$ cat config.mk
export PLATFORM = sky130hd
export DESIGN_NAME = dna_job_scheduler
export DESIGN_NICKNAME = d
export VERILOG_FILES = /design/src/rtl/dna_job_scheduler.sv
export SDC_FILE = /design/constraint.sdc
export NUM_CORES = 1
export LEC_CHECK = 0
export CAP_MARGIN = 25
export CORE_ASPECT_RATIO = 1.1
export CORE_MARGIN = 2
export CORE_UTILIZATION = 50
export CTS_CLUSTER_DIAMETER = 100
export DETAILED_ROUTE_END_ITERATION = 8
export PLACE_DENSITY = 0.74
export SYNTH_ARGS = -nofsm -noshare
export SYNTH_HDL_FRONTEND = slang
export SYNTH_SLANG_ARGS = --single-unit
export TNS_END_PERCENT = 1
$ cat constraint.sdc
create_clock -name clk -period 8.01 [get_ports clk]
set_clock_uncertainty 0.15 [all_clocks]
set_input_delay 1.602 -clock clk [delete_from_list [all_inputs] [get_ports clk]]
set_output_delay 1.602 -clock clk [all_outputs]
set_load 0.005 [all_outputs]
$ cat src/rtl/dna_job_scheduler.sv
// dna_job_scheduler: queues alignment job descriptors and runs them one at a time on the DNA
// scoring core. Each job goes through SETUP (config stable), RUN (core start held), DRAIN (core
// returns to idle) and REPORT (result record offered until consumed).
// Optional feature: define DNA_SCHED_TIMEOUT_EN to enable the RUN-cycle timeout; without it
// timeout_i is ignored and status 011 never occurs.
module dna_job_scheduler #(
  parameter int unsigned DEPTH = 4,
  parameter int unsigned CNT_W = 16,
  parameter int unsigned LEN_W = 7,
  parameter int unsigned ID_W  = 4
) (
  input  logic                         clk,
  input  logic                         rst,
  // Job descriptor input
  input  logic                         job_valid_i,
  output logic                         job_ready_o,
  input  logic [LEN_W-1:0]             job_len_i,
  input  logic [2:0]                   job_match_i,
  input  logic [2:0]                   job_mismatch_i,
  input  logic [2:0]                   job_gap_i,
  input  logic [ID_W-1:0]              job_id_i,
  // Scoring core control
  output logic                         core_start_o,
  output logic [LEN_W-1:0]             core_len_o,
  output logic [2:0]                   core_match_o,
  output logic [2:0]                   core_mismatch_o,
  output logic [2:0]                   core_gap_o,
  input  logic                         core_done_i,
  input  logic                         core_ref_empty_i,
  input  logic                         core_matrix_full_i,
  // Control
  input  logic                         abort_i,
  input  logic [CNT_W-1:0]             timeout_i,
  // Result record
  output logic                         result_valid_o,
  input  logic                         result_ready_i,
  output logic [ID_W-1:0]              result_id_o,
  output logic [2:0]                   result_status_o,
  output logic [CNT_W-1:0]             result_cycles_o,
  // Status
  output logic                         busy_o,
  output logic [$clog2(DEPTH+1)-1:0]   queue_count_o
);

  localparam int unsigned PTR_W  = $clog2(DEPTH);
  localparam int unsigned QCNT_W = $clog2(DEPTH + 1);
  localparam int unsigned DESC_W = LEN_W + 9 + ID_W;

  localparam logic [2:0] StatOk        = 3'b000;
  localparam logic [2:0] StatRefEmpty  = 3'b001;
  localparam logic [2:0] StatMatrixFul = 3'b010;
  localparam logic [2:0] StatTimeout   = 3'b011;
  localparam logic [2:0] StatAborted   = 3'b100;

  typedef enum logic [2:0] {
    StIdle,
    StSetup,
    StRun,
    StDrain,
    StReport
  } state_e;

  state_e state_q, state_d;

  // Job FIFO
  logic [DESC_W-1:0] fifo_q [DEPTH];
  logic [PTR_W-1:0]  wr_ptr_q, rd_ptr_q;
  logic [QCNT_W-1:0] count_q;
  logic [DESC_W-1:0] push_desc;
  logic [DESC_W-1:0] head_desc;
  logic              push;
  logic              pop;

  // Per-job registers
  logic [LEN_W-1:0]  len_q;
  logic [2:0]        match_q, mismatch_q, gap_q;
  logic [ID_W-1:0]   id_q;
  logic [CNT_W-1:0]  cnt_q;
  logic [CNT_W-1:0]  cnt_inc;
  logic [2:0]        status_q;
  logic              drain_q;

  // RUN exit decode
  logic              run_exit;
  logic [2:0]        exit_status;
  logic              timeout_hit;

  // Pushes are refused during reset and while an abort is flushing the queue.
  assign job_ready_o = !rst && (count_q != QCNT_W'(DEPTH)) && !abort_i;
  assign push        = job_valid_i && job_ready_o;
  // An abort in IDLE flushes the head too, so it must not also be popped.
  assign pop         = (state_q == StIdle) && (count_q != '0) && !abort_i;

  assign push_desc = {job_id_i, job_gap_i, job_mismatch_i, job_match_i, job_len_i};
  assign head_desc = fifo_q[rd_ptr_q];

  // Descriptor storage; emptiness is tracked by count_q, so the array needs no reset.
  always_ff @(posedge clk) begin
    if (push) begin
      fifo_q[wr_ptr_q] <= push_desc;
    end
  end

  // FIFO pointers and occupancy; abort flushes everything queued.
  always_ff @(posedge clk) begin
    if (rst) begin
      wr_ptr_q <= '0;
      rd_ptr_q <= '0;
      count_q  <= '0;
    end else if (abort_i) begin
      wr_ptr_q <= '0;
      rd_ptr_q <= '0;
      count_q  <= '0;
    end else begin
      if (push) begin
        wr_ptr_q <= wr_ptr_q + PTR_W'(1);
      end
      if (pop) begin
        rd_ptr_q <= rd_ptr_q + PTR_W'(1);
      end
      if (push && !pop) begin
        count_q <= count_q + QCNT_W'(1);
      end else if (pop && !push) begin
        count_q <= count_q - QCNT_W'(1);
      end
    end
  end

  // Saturating RUN cycle number: value of the current RUN cycle (1 in the first one).
  assign cnt_inc = (&cnt_q) ? cnt_q : cnt_q + CNT_W'(1);

`ifdef DNA_SCHED_TIMEOUT_EN
  assign timeout_hit = (timeout_i != '0) && (cnt_inc == timeout_i);
`else
  logic unused_timeout;
  assign unused_timeout = ^timeout_i;
  assign timeout_hit    = 1'b0;
`endif

  // Prioritised RUN exit: abort > done > matrix_full > ref_empty > timeout.
  always_comb begin
    run_exit    = 1'b1;
    exit_status = StatOk;
    if (abort_i) begin
      exit_status = StatAborted;
    end else if (core_done_i) begin
      exit_status = StatOk;
    end else if (core_matrix_full_i) begin
      exit_status = StatMatrixFul;
    end else if (core_ref_empty_i) begin
      exit_status = StatRefEmpty;
    end else if (timeout_hit) begin
      exit_status = StatTimeout;
    end else begin
      run_exit = 1'b0;
    end
  end

  // FSM state register.
  always_ff @(posedge clk) begin
    if (rst) begin
      state_q <= StIdle;
    end else begin
      state_q <= state_d;
    end
  end

  // FSM next-state logic.
  always_comb begin
    state_d = state_q;
    unique case (state_q)
      StIdle: begin
        if (pop) begin
          state_d = StSetup;
        end
      end
      StSetup: begin
        state_d = abort_i ? StDrain : StRun;
      end
      StRun: begin
        if (run_exit) begin
          state_d = StDrain;
        end
      end
      StDrain: begin
        if (drain_q) begin
          state_d = StReport;
        end
      end
      StReport: begin
        if (result_ready_i) begin
          state_d = StIdle;
        end
      end
      default: state_d = StIdle;
    endcase
  end

  // Job config, cycle counter, exit status and drain timer.
  always_ff @(posedge clk) begin
    if (rst) begin
      len_q      <= '0;
      match_q    <= '0;
      mismatch_q <= '0;
      gap_q      <= '0;
      id_q       <= '0;
      cnt_q      <= '0;
      status_q   <= StatOk;
      drain_q    <= 1'b0;
    end else begin
      if (pop) begin
        len_q      <= head_desc[LEN_W-1:0];
        match_q    <= head_desc[LEN_W +: 3];
        mismatch_q <= head_desc[LEN_W+3 +: 3];
        gap_q      <= head_desc[LEN_W+6 +: 3];
        id_q       <= head_desc[LEN_W+9 +: ID_W];
      end
      // Two DRAIN cycles: drain_q is 0 in the first and 1 in the second.
      drain_q <= (state_q == StDrain) && !drain_q;
      if (state_q == StSetup) begin
        cnt_q <= '0;
        if (abort_i) begin
          status_q <= StatAborted;
        end
      end else if (state_q == StRun) begin
        cnt_q <= cnt_inc;
        if (run_exit) begin
          status_q <= exit_status;
        end
      end
    end
  end

  // FSM outputs and result record.
  always_comb begin
    core_start_o    = (state_q == StRun);
    result_valid_o  = (state_q == StReport);
    busy_o          = (state_q != StIdle);
    core_len_o      = len_q;
    core_match_o    = match_q;
    core_mismatch_o = mismatch_q;
    core_gap_o      = gap_q;
    result_id_o     = id_q;
    result_status_o = status_q;
    result_cycles_o = cnt_q;
    queue_count_o   = count_q;
  end

endmodule

==> reports/results.txt, run 1 <==
initial DRC count - 232
crit path max fanout - 30
critical-path cell list - clkdlybuf4s50_1 > buf_4 > or2_2 > a21oi_1 > clkdlybuf4s50_1
Slew Viols, Final - 0
CTS buffer count - 17
crit-path max cell delay - 0.51 ns
hold path depth - 2
RSZ-0062 raised after global routing - no
worst-case clock buffer depth - 2
Synth Warn # - 0
WS Path Type - in2out
clk_lat worst skew - 0.50 ns
Post-synth EDFFs - 80
Setup crit end kind - primary output
Hold/Removal Path Class - reg2reg
startpoint type of the worst setup path - input port
Die Y - 111 µm
ys flop type - edfxtp_1
Vias/cell - 5.70
CTS hold repair buffers - 0
antenna diode count - 0
reg2reg path depth - 9
Post-Syn Instances - 378
FP Rows - 38
Starting Density - 0.518
# nets final - 512
ANT nets after route - 0
HPWL Detailed - 6.37 mm
Root Driver - clkbuf_8
Crit-path slowest cell - clkdlybuf4s50_1
Core ar. - 9980 µm²
max_slew headroom - 0.323
status - completed
ys async rst share - 0
FF-to-FF setup slack - 4.62 ns
routed vias - 3384
die area - 11200 µm²
pwr dens - 243 nW/µm²
I/O Pins - 90
number of global-route vias before repair - 3305
Slew @ Worst Pin - 1.02 ns
Syn Nets - 429
drt pass-1 iters - 4
maxcap violations - 0
routed length per placed instance - 18.8 µm
pre-CTS setup slack - 2.87 ns
CP dominant cell by count - clkdlybuf4s50_1
GRT Total Usage - 0.204
gpl congestion - 0.765
largest net degree at the start of global routing - 31
minimum clock period - 5.13 ns
Final Hold Viols - 0
Worst IR Drop VDD - 0.196 mV
first-pass GRT wire length - 17.2 mm
Final Setup Violations - 0
Cells after DPL - 558
synth top area cells - edfxtp_1 (46%), dfxtp_1 (19%), mux4_2 (8.7%), nand2_1 (3.8%), a21oi_1 (3.0%)
setup bufs post-CTS - 0
routed wire length - 11.2 mm
CTS tree - done
Die W - 101 µm
final setup margin - 2.88 ns
H-Tree Depth - 4
Max Fclk - 0.195 GHz
post-route clock period utilization - 0.641
setup TNS - 0 ns
final cell count without fillers - 594
sequential share of the synthesized area - 0.657
global route total overflow - 0
DRC - 0
WP data required - 6.26 ns
PostCTS Resize Cnt - 0
Arr. time, crit path - 3.38 ns
initial antenna violation count - 0
synth unique cells - 47
commonest cells in the netlist - edfxtp_1 (80), nand2_1 (53), dfxtp_1 (50)
Area growth syn-to-layout - 29.8%
layout cells sized above 1 - 0.143
CTS Sinks - 130
Avg Cell Area, Syn - 13.7 µm²
most common cell in the netlist - edfxtp_1
Worst-path clk slew - 0.06 ns
Synth Register Bits - 130
leakage - 2.21 nW
top-area cell type share of the netlist area - 0.464
area leader, netlist - edfxtp_1
I/O Buffers - 73
Mapped Area - 5180 µm²
-- cells by family after synthesis --
family / count (synthesis) / share of synthesized area
DFF: 130 / 0.657
and+or+nand+nor: 127 / 0.124
AOI/OAI and AO/OA: 56 / 0.0691
buffers and inverters: 26 / 0.0222
muxes: 26 / 0.0986
adders and majority gates: 7 / 0.0184
xor gates and xnor gates: 6 / 0.0102
-- path summary, 6_finish.rpt --
path	endpoint	startpoint
worst min register to register	result_id_o[2]$_SDFFE_PP0P_	result_id_o[2]$_SDFFE_PP0P_
worst min-delay path	result_id_o[2]$_SDFFE_PP0P_	result_id_o[2]$_SDFFE_PP0P_
worst max-delay path	job_ready_o	rst
worst max register to register	queue_count_o[2]$_SDFFE_PP0P_	queue_count_o[0]$_SDFFE_PP0P_
-- cell type report --
class	count	area, µm²
Fill cell	710	3270
Clock buffer	18	418
Sequential cell	130	3400
Tap cell	120	150
Timing Repair Buffer	80	858
Inverter	10	42.5
Clock inverter	14	188
Multi-Input combinational cell	222	1660
-- critical path, delay by kind of cell --
family / cells / cell delay (ns)
compound gates: 1 / 0.15
buf+inv: 3 / 1.15
simple gates: 1 / 0.45
-- state kept, by name (all words and copies together) (netlist names) --
signal / count
core_gap_o: 3
core_len_o: 7
core_match_o: 3
core_mismatch_o: 3
drain_q: 1
fifo_q: 80
queue_count_o: 3
rd_ptr_q: 2
result_cycles_o: 16
result_id_o: 4
result_status_o: 3
state_q: 3
wr_ptr_q: 2
-- placed cells by master, fill, tap and decap left out, types with 3 or more instances in the layout --
cell type / instances
nand3_1: 4
xor2_1: 4
and3_1: 4
nand4_1: 6
clkbuf_16: 16
dfxtp_1: 50
inv_1: 8
nor4_1: 5
or2_2: 3
mux4_2: 20
o21ai_0: 10
nand2b_1: 3
clkinv_4: 3
buf_16: 3
mux2i_1: 6
ha_1: 6
clkdlybuf4s50_1: 73
edfxtp_1: 80
nor2_1: 17
or3_1: 9
and2_1: 4
nand2_1: 53
a21oi_1: 31
bufinv_16: 4
nor3_1: 8
-- power breakdown --
group	switching (mW)	leakage, nW	total [mW]	internal (mW)
registers	0.0129	1.13	0.736	0.723
clock network	0.286	0.291	0.791	0.505
logic	0.0536	0.793	0.108	0.0540
total	0.353	2.21	1.63	1.28
-- through the flow --
stage	cell area, µm²	util	hold slack, ns	power (mW)
6_report	6720	0.673	0.303	1.63
5_1_grt	6720	0.673	0.315	1.68
4_1_cts	6630	0.664	0.305	1.64
3_5_place_dp	6030	0.604	0.297	0.856
3_3_place_gp	6000	0.601	0.295	0.852
2_1_floorplan	5180	-	0.284	0.805
-- per-layer routing --
layer,share of wire,GRT usage
met5,0,0
met2,0.53,0.341
met1,0.42,0.261
met4,0.011,0.0748
met3,0.040,0.0441
Note: power is estimated with default switching activity, not from simulation.
==> inputs of run 2 (changes only) <==
- CORE_UTILIZATION: 50 -> 47
- PLACE_DENSITY: 0.74 -> 0.73
- clock period: 8.01 -> 4.7 ns (I/O delays scaled with it)
==> run 2 against run 1 <==
  * Non-clock buffer count grew 2
  * Global-route usage shrank 1.7 points
  * Critical path depth shrank 1
  * Via count shrank 1.7%
  * Sequential power grew 71%
  * Worst setup slack lost 1.8 ns
  * Register-to-register slack lost 2.6 ns
  * Die area grew 6.1%
  * Critical path type unchanged
  * Highest routed layer unchanged
==> reports/results.txt, run 2 (synthesis gave the netlist of run 1 again) <==
status - completed
Area growth syn-to-layout - 28.8%
ANT nets after route - 0
HPWL Detailed - 6.75 mm
Slew Viols, Final - 0
commonest cells after routing, fill and taps aside - edfxtp_1 (80), clkdlybuf4s50_1 (73), nand2_1 (53)
pre-CTS setup slack - 0.913 ns
CTS Sinks - 130
Filler cells - 865
met3 usage - 0.0552
Critical Path End - job_ready_o
first-pass GRT wire length - 16.8 mm
Vias/cell - 5.34
Util after Layout - 0.617
routed length per placed instance - 17.0 µm
CTS hold repair buffers - 0
Hold/Removal Path Class - reg2reg
global routing usage on met1 - 0.221
Worst R2R End - queue_count_o[2]$_SDFFE_PP0P_
final setup margin - 1.06 ns
leakage - 2.19 nW
post-route clock period utilization - 0.775
Die Y - 114 µm
Die W - 104 µm
clk_lat worst skew - 0.40 ns
commonest non-fill, non-tap cell in the layout - edfxtp_1
layout cells sized above 1 - 0.134
global route total overflow - 0
I/O Buffers - 73
I/O Pins - 90
Critical R2R Launch - queue_count_o[0]$_SDFFE_PP0P_
startpoint type of the worst setup path - input port
reg2reg path depth - 10
minimum clock period - 3.64 ns
drt pass-1 iters - 4
Max Fclk - 0.275 GHz
Crit-path slowest cell - clkdlybuf4s50_1
max_slew headroom - 0.595
Worst IR Drop VDD - 0.322 mV
Final Setup Violations - 0
CP dominant cell by count - clkdlybuf4s50_1
DRC - 0
met2 usage - 0.325
Setup crit end kind - primary output
RSZ-0062 raised after global routing - no
CTS tree - done
Worst Setup SP - abort_i
die area - 11900 µm²
GRT Total Usage - 0.188
pwr dens - 408 nW/µm²
FF-to-FF setup slack - 1.98 ns
WP data required - 3.61 ns
routed wire length - 10.6 mm
Slew @ Worst Pin - 0.607 ns
# nets final - 514
H-Tree Depth - 4
number of global-route vias before repair - 3303
Root Driver - clkbuf_16
crit-path max cell delay - 0.51 ns
total power - 2.72 mW
Starting Density - 0.479
WS Path Type - in2out
maxcap violations - 0
critical-path cell list - clkdlybuf4s50_1 > or2_2 > a21oi_1 > clkdlybuf4s50_1
Core ar. - 10800 µm²
antenna diode count - 0
routed vias - 3328
CTS buffer count - 17
crit path max fanout - 10
FP Rows - 40
initial antenna violation count - 0
max FFs per register - 80
Final Hold Viols - 0
Arr. time, crit path - 2.55 ns
largest net degree at the start of global routing - 30
setup TNS - 0 ns
PostCTS Resize Cnt - 0
Worst-path clk slew - 0.05 ns
gpl congestion - 0.815
Biggest register - fifo_q
initial DRC count - 188
worst-case clock buffer depth - 2
setup bufs post-CTS - 0
layer with the highest usage - met2
## run 2: cell count changes in the layout (fill, tap and decap cells not counted), sizes merged
cell / delta
clkbuf: +6
buf: +2
clkinvlp: -2
inv: -2
bufinv: -1
clkinv: -1
## run 2: metrics by stage
stage                     std cells  instance area, µm²  hold WS (ns)
after floorplan                 378                5180         0.284
after global placement          590                6080         0.296
after global routing            623                6670         0.324
after detailed placement        591                6090         0.299
after CTS                       623                6670         0.306
final                           623                6670         0.303
## run 2: routing by layer
layer / wire length, µm / vias to the layer above
li1: - / 1596
met1: 4330 / 1627
met2: 5600 / 96
met3: 535 / 9
met4: 106 / 0
met5: 0 / -
## run 2: area by class of cell
class / instances / area (µm²) / share of cell area
Clock inverter: 8 / 111 / 0.0167
Tap cell: 147 / 184 / 0.0276
Sequential cell: 130 / 3400 / 0.511
Timing Repair Buffer: 82 / 806 / 0.121
Multi-Input combinational cell: 222 / 1660 / 0.249
Inverter: 10 / 42.5 / 0.00638
Clock buffer: 24 / 462 / 0.0693
## run 2: how the worst min path moves through the flow
| stage | start | end | slack [ns] | depth (start not counted) |
|---|---|---|---|---|
| floorplan | drain_q$_SDFF_PP0_ | drain_q$_SDFF_PP0_ | 0.28 | 1 |
| global placement | core_match_o[0]$_SDFFE_PP0P_ | core_match_o[0]$_SDFFE_PP0P_ | 0.30 | 2 |
| detailed placement | core_gap_o[1]$_SDFFE_PP0P_ | core_gap_o[1]$_SDFFE_PP0P_ | 0.30 | 2 |
| CTS | core_gap_o[1]$_SDFFE_PP0P_ | core_gap_o[1]$_SDFFE_PP0P_ | 0.31 | 2 |
| global route | result_id_o[3]$_SDFFE_PP0P_ | result_id_o[3]$_SDFFE_PP0P_ | 0.32 | 2 |
| finish | core_gap_o[1]$_SDFFE_PP0P_ | core_gap_o[1]$_SDFFE_PP0P_ | 0.30 | 2 |
## run 2: report_power, final
| part | leakage (nW) | internal [mW] | total (mW) | switching, mW |
|---|---|---|---|---|
| Sequential | 1.13 | 1.23 | 1.26 | 0.0221 |
| Clock | 0.279 | 0.841 | 1.28 | 0.439 |
| Combinational | 0.783 | 0.0927 | 0.182 | 0.0897 |
## run 2: critical path: cells and delay by family
kind                   cells  cell delay [ns]
AOI/OAI and AO/OA          1             0.16
and+or+nand+nor            1             0.44
buffers and inverters      2             1.01
==> inputs of run 3 (changes only) <==
- CORE_UTILIZATION: 47 -> 50
- PLACE_DENSITY: 0.73 -> 0.74
- clock period: 4.7 -> 3.7 ns (I/O delays scaled with it)
==> run 3 against run 2 <==
  * Combinational power is 28% higher
  * Critical path type unchanged
  * Critical path depth stayed put
  * Critical endpoint unchanged
  * Clock power is 27% higher
==> reports/results.txt, run 3 (synthesis gave the netlist of run 1 again) <==
final setup margin - 0.478 ns
WP data required - 2.81 ns
Die Y - 111 µm
Area growth syn-to-layout - 28.5%
max FFs per register - 80
Util after Layout - 0.666
# nets final - 515
gpl congestion - 0.777
Worst-path clk slew - 0.06 ns
initial antenna violation count - 0
FP Rows - 38
clk_lat worst skew - 0.52 ns
first-pass GRT wire length - 17.1 mm
CTS Sinks - 130
HPWL Detailed - 6.75 mm
Slew Viols, Final - 0
commonest cells after routing, fill and taps aside - edfxtp_1 (80), clkdlybuf4s50_1 (73), nand2_1 (53)
die area - 11200 µm²
crit path max fanout - 10
Filler cells - 714
CTS buffer count - 17
leakage - 2.20 nW
I/O Buffers - 73
routed wire length - 10.5 mm
worst-case clock buffer depth - 2
CTS hold repair buffers - 0
Final Setup Violations - 0
startpoint type of the worst setup path - input port
Core ar. - 9980 µm²
max_slew headroom - 0.587
Starting Density - 0.518
commonest non-fill, non-tap cell in the layout - edfxtp_1
layout cells sized above 1 - 0.149
initial DRC count - 188
Max Fclk - 0.310 GHz
setup bufs post-CTS - 0
routed vias - 3351
Hold/Removal Path Class - reg2reg
dpl cell area - 6070 µm²
drt pass-1 iters - 4
final instance area - 6650 µm²
RSZ-0062 raised after global routing - no
number of global-route vias before repair - 3386
global route total overflow - 0
pwr dens - 518 nW/µm²
PostCTS Resize Cnt - 0
pre-CTS setup slack - 0.297 ns
largest net degree at the start of global routing - 30
Worst IR Drop VDD - 0.357 mV
post-route clock period utilization - 0.871
Final Hold Viols - 0
H-Tree Depth - 4
minimum clock period - 3.22 ns
total power - 3.45 mW
final hold slack - 0.305 ns
maxcap violations - 0
Root Driver - clkbuf_8
Vias/cell - 5.61
I/O Pins - 90
Biggest register - fifo_q
Slew @ Worst Pin - 0.619 ns
DRC - 0
antenna diode count - 0
Setup crit end kind - primary output
status - completed
routed length per placed instance - 17.6 µm
setup TNS - 0 ns
Cells after DPL - 565
Arr. time, crit path - 2.33 ns
ANT nets after route - 0
final cell count without fillers - 597
Die W - 101 µm
WS Path Type - in2out
GRT Total Usage - 0.203
CTS tree - done
run 3: changes by cell type in the layout (fill, tap and decap cells not counted):
cell / delta
buf_4: +1
clkbuf_1: -4
clkbuf_16: -1
clkinv_1: -2
clkinv_2: +1
clkinv_4: +5
inv_6: +1
run 3: area by class of cell:
| class | count | area [µm²] | share of cell area |
|---|---|---|---|
| Sequential cell | 130 | 3400 | 0.512 |
| Inverter | 10 | 42.5 | 0.00640 |
| Clock buffer | 19 | 422 | 0.0634 |
| Timing Repair Buffer | 83 | 813 | 0.122 |
| Multi-Input combinational cell | 222 | 1660 | 0.249 |
| Tap cell | 120 | 150 | 0.0226 |
| Clock inverter | 13 | 161 | 0.0243 |
run 3: per-layer routing:
layer / vias to the layer above / global-route usage / share of wire
met5: - / 0 / 0
met4: 0 / 0.0775 / 0.015
met3: 14 / 0.0631 / 0.047
met2: 93 / 0.335 / 0.52
met1: 1641 / 0.249 / 0.42
li1: 1603 / - / -
run 3: power breakdown:
group	total, mW	switching (mW)	internal [mW]	leakage, nW
combinational	0.233	0.114	0.118	0.788
clock	1.62	0.595	1.03	0.288
sequential	1.59	0.0272	1.57	1.13
total	3.45	0.737	2.71	2.20
run 3: worst max-delay path, cell delays in order:
cell	delay (ns)
clkdlybuf4s50_1	0.49
or2_2	0.43
a21oi_1	0.16
clkdlybuf4s50_1	0.51
run 3: path summary, 6_finish.rpt:
kind,start,end,slack (ns),depth (start not counted)
worst min register to register,core_gap_o[0]$_SDFFE_PP0P_,core_gap_o[0]$_SDFFE_PP0P_,0.30,2
worst max-delay path,abort_i,job_ready_o,0.48,4
worst min-delay path,core_gap_o[0]$_SDFFE_PP0P_,core_gap_o[0]$_SDFFE_PP0P_,0.30,2
worst max register to register,queue_count_o[0]$_SDFFE_PP0P_,queue_count_o[2]$_SDFFE_PP0P_,1.22,9
